`src/rtl/controle_principal_multiciclo_pkg.sv`:
```
// nRISC main control: shared opcodes, states, alu_op and mux codes.
// Also holds the control-word layout used by the output decoder.
package controle_principal_multiciclo_pkg;

   localparam logic [2:0] OP_R    = 3'b000;
   localparam logic [2:0] OP_ADDI = 3'b001;
   localparam logic [2:0] OP_LW   = 3'b010;
   localparam logic [2:0] OP_SW   = 3'b011;
   localparam logic [2:0] OP_BEQ  = 3'b100;
   localparam logic [2:0] OP_BNE  = 3'b101;
   localparam logic [2:0] OP_JMP  = 3'b110;
   localparam logic [2:0] OP_HALT = 3'b111;

   typedef enum logic [3:0] {
      S_FETCH    = 4'd0,
      S_DECODE   = 4'd1,
      S_EXEC_R   = 4'd2,
      S_EXEC_I   = 4'd3,
      S_MEM_ADDR = 4'd4,
      S_MEM_RD   = 4'd5,
      S_MEM_WR   = 4'd6,
      S_WB_ALU   = 4'd7,
      S_WB_MEM   = 4'd8,
      S_BRANCH   = 4'd9,
      S_JUMP     = 4'd10,
      S_HALTED   = 4'd11
   } state_t;

   localparam logic [1:0] ALU_ADD   = 2'b00;
   localparam logic [1:0] ALU_SUB   = 2'b01;
   localparam logic [1:0] ALU_FUNCT = 2'b10;
   localparam logic [1:0] ALU_IMM   = 2'b11;

   localparam logic [1:0] PCS_ALU    = 2'b00;
   localparam logic [1:0] PCS_ALUOUT = 2'b01;
   localparam logic [1:0] PCS_JUMP   = 2'b10;

   localparam logic [1:0] SRCB_REG = 2'b00;
   localparam logic [1:0] SRCB_ONE = 2'b01;
   localparam logic [1:0] SRCB_IMM = 2'b10;
   localparam logic [1:0] SRCB_OFF = 2'b11;

   typedef struct packed {
      logic       ir_write;
      logic       pc_en;
      logic [1:0] pc_source;
      logic       mem_read;
      logic       mem_write;
      logic       i_or_d;
      logic       reg_write;
      logic       mem_to_reg;
      logic       reg_dst;
      logic       alu_src_a;
      logic [1:0] alu_src_b;
      logic [1:0] alu_op;
      logic       halted;
   } ctrl_word_t;

   // States whose exit to FETCH retires an instruction.
   function automatic logic is_retire(logic [3:0] s);
      return (s == S_WB_ALU) || (s == S_WB_MEM) ||
             (s == S_MEM_WR) || (s == S_BRANCH) ||
             (s == S_JUMP);
   endfunction

endpackage

```
`src/rtl/controle_principal_multiciclo_if.sv`:
```
// Controller <-> datapath bundle: IR/flag/memory inputs,
// enables, mux selects, alu_op and debug outputs.
interface controle_principal_multiciclo_if #(
   parameter int CNT_W = 16
);
   logic [2:0]       opcode;
   logic             zero;
   logic             mem_ready;
   logic             ir_write;
   logic             pc_en;
   logic [1:0]       pc_source;
   logic             mem_read;
   logic             mem_write;
   logic             i_or_d;
   logic             reg_write;
   logic             mem_to_reg;
   logic             reg_dst;
   logic             alu_src_a;
   logic [1:0]       alu_src_b;
   logic [1:0]       alu_op;
   logic             halted;
   logic [3:0]       state;
   logic [CNT_W-1:0] instr_count;

   modport master (
      input  opcode, zero, mem_ready,
      output ir_write, pc_en, pc_source,
      output mem_read, mem_write, i_or_d,
      output reg_write, mem_to_reg, reg_dst,
      output alu_src_a, alu_src_b, alu_op,
      output halted, state, instr_count
   );

   modport slave (
      output opcode, zero, mem_ready,
      input  ir_write, pc_en, pc_source,
      input  mem_read, mem_write, i_or_d,
      input  reg_write, mem_to_reg, reg_dst,
      input  alu_src_a, alu_src_b, alu_op,
      input  halted, state, instr_count
   );
endinterface

```
`src/rtl/controle_principal_multiciclo_decod_saidas_controle.sv`:
```
// Moore decode of the control state into the datapath control word.
// Unknown state codes decode to an all-zero word.
module decod_saidas_controle
   import controle_principal_multiciclo_pkg::*;
(
   input  logic [3:0] state,
   input  logic       reg_dst_q,
   output ctrl_word_t cw
);

   // Per-state control word; unlisted fields stay 0.
   always_comb begin
      cw = '0;
      case (state)
         S_FETCH: begin
            cw.mem_read  = 1'b1;
            cw.alu_src_b = SRCB_ONE;
            cw.alu_op    = ALU_ADD;
            cw.pc_source = PCS_ALU;
         end
         S_DECODE: begin
            cw.alu_src_b = SRCB_OFF;
            cw.alu_op    = ALU_ADD;
         end
         S_EXEC_R: begin
            cw.alu_src_a = 1'b1;
            cw.alu_src_b = SRCB_REG;
            cw.alu_op    = ALU_FUNCT;
         end
         S_EXEC_I: begin
            cw.alu_src_a = 1'b1;
            cw.alu_src_b = SRCB_IMM;
            cw.alu_op    = ALU_IMM;
         end
         S_MEM_ADDR: begin
            cw.alu_src_a = 1'b1;
            cw.alu_src_b = SRCB_IMM;
            cw.alu_op    = ALU_ADD;
         end
         S_MEM_RD: begin
            cw.mem_read = 1'b1;
            cw.i_or_d   = 1'b1;
         end
         S_MEM_WR: begin
            cw.mem_write = 1'b1;
            cw.i_or_d    = 1'b1;
         end
         S_WB_ALU: begin
            cw.reg_write = 1'b1;
            cw.reg_dst   = reg_dst_q;
         end
         S_WB_MEM: begin
            cw.reg_write  = 1'b1;
            cw.mem_to_reg = 1'b1;
         end
         S_BRANCH: begin
            cw.alu_src_a = 1'b1;
            cw.alu_src_b = SRCB_REG;
            cw.alu_op    = ALU_SUB;
            cw.pc_source = PCS_ALUOUT;
         end
         S_JUMP: begin
            cw.pc_source = PCS_JUMP;
            cw.pc_en     = 1'b1;
         end
         S_HALTED: begin
            cw.halted = 1'b1;
         end
         default: ;
      endcase
   end

endmodule

```
`src/rtl/controle_principal_multiciclo.sv`:
```
// nRISC multicycle main control FSM: state register, latched
// opcode/reg_dst, Mealy PC/IR qualifiers, retired counter.
module controle_principal_multiciclo
   import controle_principal_multiciclo_pkg::*;
#(
   parameter int CNT_W = 16
) (
   input logic clk,
   input logic reset,
   controle_principal_multiciclo_if.master bus
);

   logic [3:0]       state_q;
   logic [3:0]       state_d;
   logic [2:0]       op_q;
   logic             reg_dst_q;
   logic [CNT_W-1:0] cnt_q;
   logic             retire;
   ctrl_word_t       cw;

   decod_saidas_controle u_decod (
      .state     (state_q),
      .reg_dst_q (reg_dst_q),
      .cw        (cw)
   );

   // Next state and retire strobe.
   always_comb begin
      state_d = S_FETCH;
      case (state_q)
         S_FETCH:
            state_d = bus.mem_ready ? S_DECODE : S_FETCH;
         S_DECODE: begin
            case (bus.opcode)
               OP_R:    state_d = S_EXEC_R;
               OP_ADDI: state_d = S_EXEC_I;
               OP_LW,
               OP_SW:   state_d = S_MEM_ADDR;
               OP_BEQ,
               OP_BNE:  state_d = S_BRANCH;
               OP_JMP:  state_d = S_JUMP;
               default: state_d = S_HALTED;
            endcase
         end
         S_EXEC_R,
         S_EXEC_I:
            state_d = S_WB_ALU;
         S_MEM_ADDR:
            state_d = (op_q == OP_LW) ? S_MEM_RD : S_MEM_WR;
         S_MEM_RD:
            state_d = bus.mem_ready ? S_WB_MEM : S_MEM_RD;
         S_MEM_WR:
            state_d = bus.mem_ready ? S_FETCH : S_MEM_WR;
         S_HALTED:
            state_d = S_HALTED;
         default:
            state_d = S_FETCH;
      endcase
      retire = (state_d == S_FETCH) && is_retire(state_q);
   end

   // State, decode-time latches and retired counter.
   always_ff @(posedge clk) begin
      if (reset) begin
         state_q   <= S_FETCH;
         op_q      <= OP_R;
         reg_dst_q <= 1'b0;
         cnt_q     <= '0;
      end else begin
         state_q <= state_d;
         if (state_q == S_DECODE) begin
            op_q      <= bus.opcode;
            reg_dst_q <= (bus.opcode == OP_R);
         end
         if (retire)
            cnt_q <= cnt_q + 1'b1;
      end
   end

   // PC/IR loads qualified by the handshake and branch outcome.
   always_comb begin
      bus.ir_write = cw.ir_write;
      bus.pc_en    = cw.pc_en;
      if (state_q == S_FETCH) begin
         bus.ir_write = bus.mem_ready;
         bus.pc_en    = bus.mem_ready;
      end else if (state_q == S_BRANCH) begin
         bus.pc_en = (op_q == OP_BNE) ? ~bus.zero : bus.zero;
      end
   end

   assign bus.pc_source   = cw.pc_source;
   assign bus.mem_read    = cw.mem_read;
   assign bus.mem_write   = cw.mem_write;
   assign bus.i_or_d      = cw.i_or_d;
   assign bus.reg_write   = cw.reg_write;
   assign bus.mem_to_reg  = cw.mem_to_reg;
   assign bus.reg_dst     = cw.reg_dst;
   assign bus.alu_src_a   = cw.alu_src_a;
   assign bus.alu_src_b   = cw.alu_src_b;
   assign bus.alu_op      = cw.alu_op;
   assign bus.halted      = cw.halted;
   assign bus.state       = state_q;
   assign bus.instr_count = cnt_q;

endmodule

```
`src/flat_wrapper.sv`:
```
// flat-port wrapper written by rule: the top's interface ports become plain ports
module controle_principal_multiciclo_flat import controle_principal_multiciclo_pkg::*;
#(
   parameter int CNT_W = 16
)
  (clk, reset, bus_opcode, bus_zero, bus_mem_ready, bus_ir_write, bus_pc_en, bus_pc_source, bus_mem_read, bus_mem_write, bus_i_or_d, bus_reg_write, bus_mem_to_reg, bus_reg_dst, bus_alu_src_a, bus_alu_src_b, bus_alu_op, bus_halted, bus_state, bus_instr_count);
  controle_principal_multiciclo_if #(.CNT_W(CNT_W)) bus_i ();
  input logic clk;
  input logic reset;
  input wire logic [$bits(bus_i.opcode)-1:0] bus_opcode;
  input wire logic [$bits(bus_i.zero)-1:0] bus_zero;
  input wire logic [$bits(bus_i.mem_ready)-1:0] bus_mem_ready;
  output wire logic [$bits(bus_i.ir_write)-1:0] bus_ir_write;
  output wire logic [$bits(bus_i.pc_en)-1:0] bus_pc_en;
  output wire logic [$bits(bus_i.pc_source)-1:0] bus_pc_source;
  output wire logic [$bits(bus_i.mem_read)-1:0] bus_mem_read;
  output wire logic [$bits(bus_i.mem_write)-1:0] bus_mem_write;
  output wire logic [$bits(bus_i.i_or_d)-1:0] bus_i_or_d;
  output wire logic [$bits(bus_i.reg_write)-1:0] bus_reg_write;
  output wire logic [$bits(bus_i.mem_to_reg)-1:0] bus_mem_to_reg;
  output wire logic [$bits(bus_i.reg_dst)-1:0] bus_reg_dst;
  output wire logic [$bits(bus_i.alu_src_a)-1:0] bus_alu_src_a;
  output wire logic [$bits(bus_i.alu_src_b)-1:0] bus_alu_src_b;
  output wire logic [$bits(bus_i.alu_op)-1:0] bus_alu_op;
  output wire logic [$bits(bus_i.halted)-1:0] bus_halted;
  output wire logic [$bits(bus_i.state)-1:0] bus_state;
  output wire logic [$bits(bus_i.instr_count)-1:0] bus_instr_count;
  assign bus_i.opcode = bus_opcode;
  assign bus_i.zero = bus_zero;
  assign bus_i.mem_ready = bus_mem_ready;
  assign bus_ir_write = bus_i.ir_write;
  assign bus_pc_en = bus_i.pc_en;
  assign bus_pc_source = bus_i.pc_source;
  assign bus_mem_read = bus_i.mem_read;
  assign bus_mem_write = bus_i.mem_write;
  assign bus_i_or_d = bus_i.i_or_d;
  assign bus_reg_write = bus_i.reg_write;
  assign bus_mem_to_reg = bus_i.mem_to_reg;
  assign bus_reg_dst = bus_i.reg_dst;
  assign bus_alu_src_a = bus_i.alu_src_a;
  assign bus_alu_src_b = bus_i.alu_src_b;
  assign bus_alu_op = bus_i.alu_op;
  assign bus_halted = bus_i.halted;
  assign bus_state = bus_i.state;
  assign bus_instr_count = bus_i.instr_count;
  controle_principal_multiciclo #(.CNT_W(CNT_W)) u_core (.clk(clk), .reset(reset), .bus(bus_i));
endmodule
```
`config.mk`:
```
export PLATFORM = sky130hd
export DESIGN_NAME = controle_principal_multiciclo_flat
export DESIGN_NICKNAME = d
export VERILOG_FILES = /design/src/rtl/controle_principal_multiciclo_pkg.sv /design/src/rtl/controle_principal_multiciclo_if.sv /design/src/rtl/controle_principal_multiciclo_decod_saidas_controle.sv /design/src/rtl/controle_principal_multiciclo.sv /design/src/flat_wrapper.sv
export SDC_FILE = /design/constraint.sdc
export NUM_CORES = 1
export LEC_CHECK = 0
export CORE_ASPECT_RATIO = 0.75
export CORE_MARGIN = 2
export CORE_UTILIZATION = 45
export CTS_BUF_LIST = sky130_fd_sc_hd__clkbuf_8
export CTS_CLUSTER_DIAMETER = 40
export DETAILED_ROUTE_END_ITERATION = 16
export PLACE_DENSITY_LB_ADDON = 0.08
export SLEW_MARGIN = 20
export SYNTH_ARGS = -nofsm -noshare
export SYNTH_HDL_FRONTEND = slang
export SYNTH_SLANG_ARGS = --single-unit
```
`constraint.sdc`:
```
create_clock -name clk -period 2 [get_ports clk]
set_clock_uncertainty 0.1 [all_clocks]
set_input_delay 0.3 -clock clk [delete_from_list [all_inputs] [get_ports clk]]
set_output_delay 0.3 -clock clk [all_outputs]
set_load 0.005 [all_outputs]
```
======== Yosys cells after proc, flatten, opt, wreduce, memory -nomap -nowiden ========
Cells that the tools add are included.
cells by class
  order comparisons ....................... 0
  div/mod/pow operators ................... 0
  bitwise operators ....................... 1
  $add $sub $neg .......................... 1
  multiply operators ...................... 0
  multiplexer cells ....................... 21
  reductions and logical operators ........ 15
  equal/unequal tests ..................... 19
  shifts and indexed selects .............. 0
operator list
  operator                                       number
  case mux 4 bit (7 select lines)                1
  case mux 4 bit (6 select lines)                1
  case mux 4 bit (5 select lines)                1
  adder 16 x 1 -> 16 bit, second input constant  1
  == test 4 x 3 -> 1 bit, second input constant  4
  == test 4 bit, second input constant           4
  2-to-1 mux 1 bit                               14
  == test 3 bit, second input constant           4
  OR reduction 2 bit                             6
  == test 3 x 2 -> 1 bit, second input constant  3
  == test 4 x 2 -> 1 bit, second input constant  2
  zero test 4 bit                                2
  == test 4 x 1 -> 1 bit, second input constant  1
  logical OR 1 bit                               4
  2-to-1 mux 4 bit                               1
  case mux 2 bit (2 select lines)                1
  OR reduction 4 bit                             1
  == test 3 x 1 -> 1 bit, second input constant  1
  zero test 3 bit                                1
  2-to-1 mux 3 bit                               1
  2-to-1 mux 2 bit                               1
  logical AND 1 bit                              1
  NOT 1 bit                                      1
storage, ports and cells
  bits in read-only memories .............. 0
  output and inout port bits .............. 36
  word-level logic and storage cells ...... 61
  RAM bits ................................ 0
  bits of input ports ..................... 7
  bits in latches ......................... 0
  flip-flop bits (word level) ............. 24
  memories kept ........................... 0

======== Depth between registers and ports, before layout ========
Gate-level depths: netlist of run 1.
  word-level depth ........................ 6
  mapped depth ............................ 6
  mapped depth without buffers ............ 5

======== Hierarchy ========
A second synthesis of run 1 with hierarchy kept.
second synthesis, totals
  cells, all modules ...................... 185
  area, all modules ....................... 1,530.2 um^2
by module, submodules not included
  module                         seq. area each (um^2)  cells an instance  area an instance (um^2)  instances
  controle_principal_multiciclo  480.5                  151                1,311.3                  1
  decod_saidas_controle          0.0                    34                 219.0                    1

======== Least setup slack after synthesis of run 1 ========
OpenSTA, ideal clock, no wires.
  path kind ............................... register to register
  start point ............................. register u_core.cnt_q[0], in the netlist u_core.bus.instr_count[0]
  end point ............................... register u_core.cnt_q[14], in the netlist u_core.bus.instr_count[14]
  slack ................................... 0.306 ns
  cell stages (with the launch flop) ...... 7
  data required time ...................... 1.829 ns
  arrival time ............................ 1.524 ns
  buffers on the path ..................... 1
  library setup time ...................... 0.071 ns
  clock period less this slack ............ 1.694 ns
  path through ............................ dfxtp_1 -> ha_1 -> nand4b_1 -> o22a_1 -> buf_6 -> or4_1 -> a21oi_1
between the ends
  cells in the longest elaborated chain, start to end .. 1
RTL lines
  what                    RTL line                             source
  from (decl)             controle_principal_multiciclo.sv:17  logic [CNT_W-1:0] cnt_q;
  from (signal assigned)  controle_principal_multiciclo.sv:76  cnt_q <= cnt_q + 1'b1;
  adder 16 x 1 -> 16 bit  controle_principal_multiciclo.sv:76
Every way passes these cells.
A chain may end at the register's enable or synchronous reset.

======== Worst setup path after layout of run 1 ========
  start point ............................. register u_core.state_q[3], in the netlist u_core.bus.state[3]
  end point ............................... output port bus_reg_dst
between the ends
  cells in the longest elaborated chain, start to end .. 2
RTL lines
  what                    RTL line                                                   source
  from (decl)             controle_principal_multiciclo.sv:13                        logic [3:0] state_q;
  from (signal assigned)  controle_principal_multiciclo.sv:70                        state_q <= state_d;
  == test 4 x 3 -> 1 bit  controle_principal_multiciclo_decod_saidas_controle.sv:14  case (state)
  2-to-1 mux 1 bit        controle_principal_multiciclo_decod_saidas_controle.sv:14
  to (decl)               flat_wrapper.sv:21                                         output wire logic [$bits(bus_i.reg_dst)-1:0] bus_reg_dst;
Every way passes these cells.

==> summary.txt, run 1 <==
Run status
  – Outcome: finished clean

Timing
  – Max Slew Vio Count: 0
  – Worst slew margin: between 60% and 70%
  – Fmax achieved: 0.507 GHz
  – RSZ-0062 raised after global routing: yes
  – Hold Fails Final Rpt: 0
  – Slew @ Worst Pin: 554 ps
  – Period utilisation layout: 98.6%
  – Setup Total Neg Slack: 0 ps
  – Setup-failing EPs final: 0
  – Hold_ws: around 400 ps
  – Min cycle time layout: roughly 2000 ps

Floorplanning
  – Die Height: 53.5 um
  – DIE AREA: 3740 um2
  – Core ar.: between 3000 and 4000 um2
  – Starting density of the core: 48.6%
  – Std cell rows: 17
  – I/O Pins: 43
  – Die Wd: between 60 and 70 um

Clock network
  – Clk sink count: 24
  – Clock-pin slew on the worst setup and hold paths: 90 ps
  – CTS root buf: clkbuf_8
  – Clock Latency Late Sink: 270 ps
  – Post-cts hold buffer count: 0
  – Bufs on Longest Clock Path: 2
  – CTS Buf Count: 3
  – TritonCTS clock tree: yes
  – H-tree depth: 1

Cells and area
  – Fill cell count: between 200 and 250
  – Ratio of cells with drive above 1 in the final layout: between 20% and 30%
  – Register area: 495 um2
  – Multi-input logic area: just over 900 um2
  – Finished Layout Cells: 287
  – Design area: ~2300 um2
  – Area growth syn-to-layout: 54.1%
  – Number of diodes: 0
  – Layout Nets: 258

Routing
  – DRT met1 WL: about 2000 um
  – DRT Wirelength: around 4300 um
  – Initial DRC Count: 53
  – Met3 Wirelength: 334 um
  – Highest routed layer: met4
  – Met2 WL post-DR: 1890 um
  – Residual DRC: 0
  – DR pass1 iterations: 4
  – Routed Antenna Nets: 0
  – Mean number of vias per cell: 5.77
  – WL per Instance: approximately 15 um
  – Total number of vias: approximately 1700

Synthesis
  – Cell variety after synth: 45
  – Top-area cell type share of the netlist area: 32.7%
  – Register area share after synthesis: around 33%
  – Syn_nets: 193
  – Dominant cell by count in the synthesized netlist: dfxtp_1
  – Synth top cells by count: dfxtp_1, a21oi_1, nor2_1
  – YS warnings: 0
  – Number of flops mapped to enable cells by yosys: 0
  – #FFs+latches synth: 24
  – Mean Syn Cell Area: slightly below 8 um2
  – Post-Syn Area: about 1500 um2
  – Cells after synthesis: about 190
  – Synth area leaders: dfxtp_1, a21oi_1, mux2i_1
  – Top FF cell, synth: dfxtp_1
  – Synth area leader: dfxtp_1
  – Fraction of registers with async set/reset: 0%

Global route
  – Vias in the first global route: 1367
  – Global-route wire length before repair: 6560 um
  – GRT Util Overall: 22.2%
  – Largest net degree at the start of global routing: 15
  – Initial antenna violation count: 0
  – Total gr overflow: 0

Pwr
  – Lkg Pwr: 0.909 nW
  – Overall power: about 2.3 mW
  – Peak supply drop: 561 uV
  – Pwr/cell area: about 1000 nW/um2

Place
  – Placed cell count: approximately 280
  – Buffers on Ports: 42
  – Final GP Congestion: 0.844
  – Placed standard-cell area: 2060 um2
  – DPL Wire Length: 2960 um

Hold path
  – Worst min path class: flop to flop

Run
  – Max-Cap Viols: 0

Worst setup path
  – Crit Path Category: flop to primary output
  – Endpoint class of the critical path: primary output
  – CP max FO: 5
  – CP startpoint kind: flop
  – Critical Path AT: 1570 ps
  – Worst endpoint required time: 1600 ps
## cell families (layout without fill, tap and decap cells)
| logic type | count (synthesis) | count (layout) | synth area share, % |
|---|---|---|---|
| AOI/OAI and AO/OA | 50 | 50 | 20.8 |
| xor gates and xnor gates | 4 | 4 | 2.39 |
| adders and majority gates | 2 | 2 | 1.53 |
| buffers and inverters | 20 | 84 | 6.48 |
| DFF | 24 | 24 | 32.7 |
| muxes | 8 | 8 | 5.63 |
| and+or+nand+nor | 77 | 77 | 30.4 |
## cell usage in the layout (no fill, tap or decap), types with 3 or more instances in the layout
| cell | synthesis | routed |
|---|---|---|
| o21ai_0 | 9 | 9 |
| dfxtp_1 | 24 | 20 |
| nor2b_1 | 5 | 3 |
| clkdlybuf4s50_1 | 0 | 31 |
| nor2_1 | 15 | 14 |
| buf_4 | 1 | 27 |
| dlygate4sd2_1 | 0 | 4 |
| nor3_1 | 5 | 3 |
| mux2i_1 | 6 | 6 |
| nand2_1 | 12 | 12 |
| nand4_1 | 3 | 3 |
| or4_1 | 8 | 8 |
| dfxtp_4 | 0 | 4 |
| o31ai_1 | 8 | 8 |
| clkbuf_8 | 0 | 3 |
| a21oi_1 | 23 | 22 |
| or3_1 | 5 | 5 |
| nand3_1 | 5 | 5 |
| inv_1 | 7 | 6 |
| dlymetal6s2s_1 | 0 | 6 |
## through the flow
stage                     setup WS, ps  utilization [%]
after floorplan                    306                -
after global placement            -241             68.2
after detailed placement          -278             68.2
after CTS                        -9.79             72.3
after global routing             -47.8             74.9
final                             27.3             74.9
## registers in the layout, summed over array words and instances, names as in the netlist
signal and count:
u_core.bus.instr_count 16, u_core.bus.state 4, u_core.reg_dst_q 1, u_core.op_q 3
## timing repair
item	4_1_cts	5_1_grt
buffers inserted	4	2
gates cloned	0	1
setup endpoints to repair	15	11
resized for setup	18	16
## area by class of cell
| class | count | area share (%) |
|---|---|---|
| clock inverters | 1 | 1.33 |
| inverters | 7 | 1.16 |
| clock buffers | 3 | 1.83 |
| well taps | 38 | 2.10 |
| flip-flops and latches | 24 | 21.9 |
| repair buffers | 73 | 30.8 |
| multi-input cells | 141 | 40.9 |
## worst paths after layout
kind,startpoint,slack (ps),end,cells past startpoint
setup / recovery,u_core.bus.state[3],30,bus_reg_dst,4
hold / removal,u_core.bus.instr_count[10],400,u_core.bus.instr_count[10],2
setup reg to reg,u_core.bus.state[3],120,u_core.bus.instr_count[13],6
hold reg to reg,u_core.bus.instr_count[10],400,u_core.bus.instr_count[10],2
## routing by layer
| layer | vias up | global-route usage, % |
|---|---|---|
| li1 | 811 | - |
| met1 | 775 | 30.4 |
| met2 | 67 | 37.1 |
| met3 | 2 | 4.57 |
| met4 | 0 | 2.88 |
| met5 | - | 0 |
## power by group
| part | switching [mW] | total (mW) | internal (mW) |
|---|---|---|---|
| Sequential | 0.0845 | 0.631 | 0.547 |
| Combinational | 0.518 | 1.19 | 0.673 |
| Clock | 0.165 | 0.432 | 0.268 |
## worst max-delay path, cell delays in order (launching register included)
cell and delay, ps:
dfxtp_4 380, buf_12 140, nor2b_4 130, and3_1 160
clkdlybuf4s50_1 500
No activity file was read; power rests on OpenSTA's default activity.
==> inputs of run 2 (changes only) <==
Settings changed: CTS_BUF_LIST sky130_fd_sc_hd__clkbuf_8 to not set.
==> results of run 2 <==
Same layout as run 1: the final DEF is identical, and so are final timing and power.
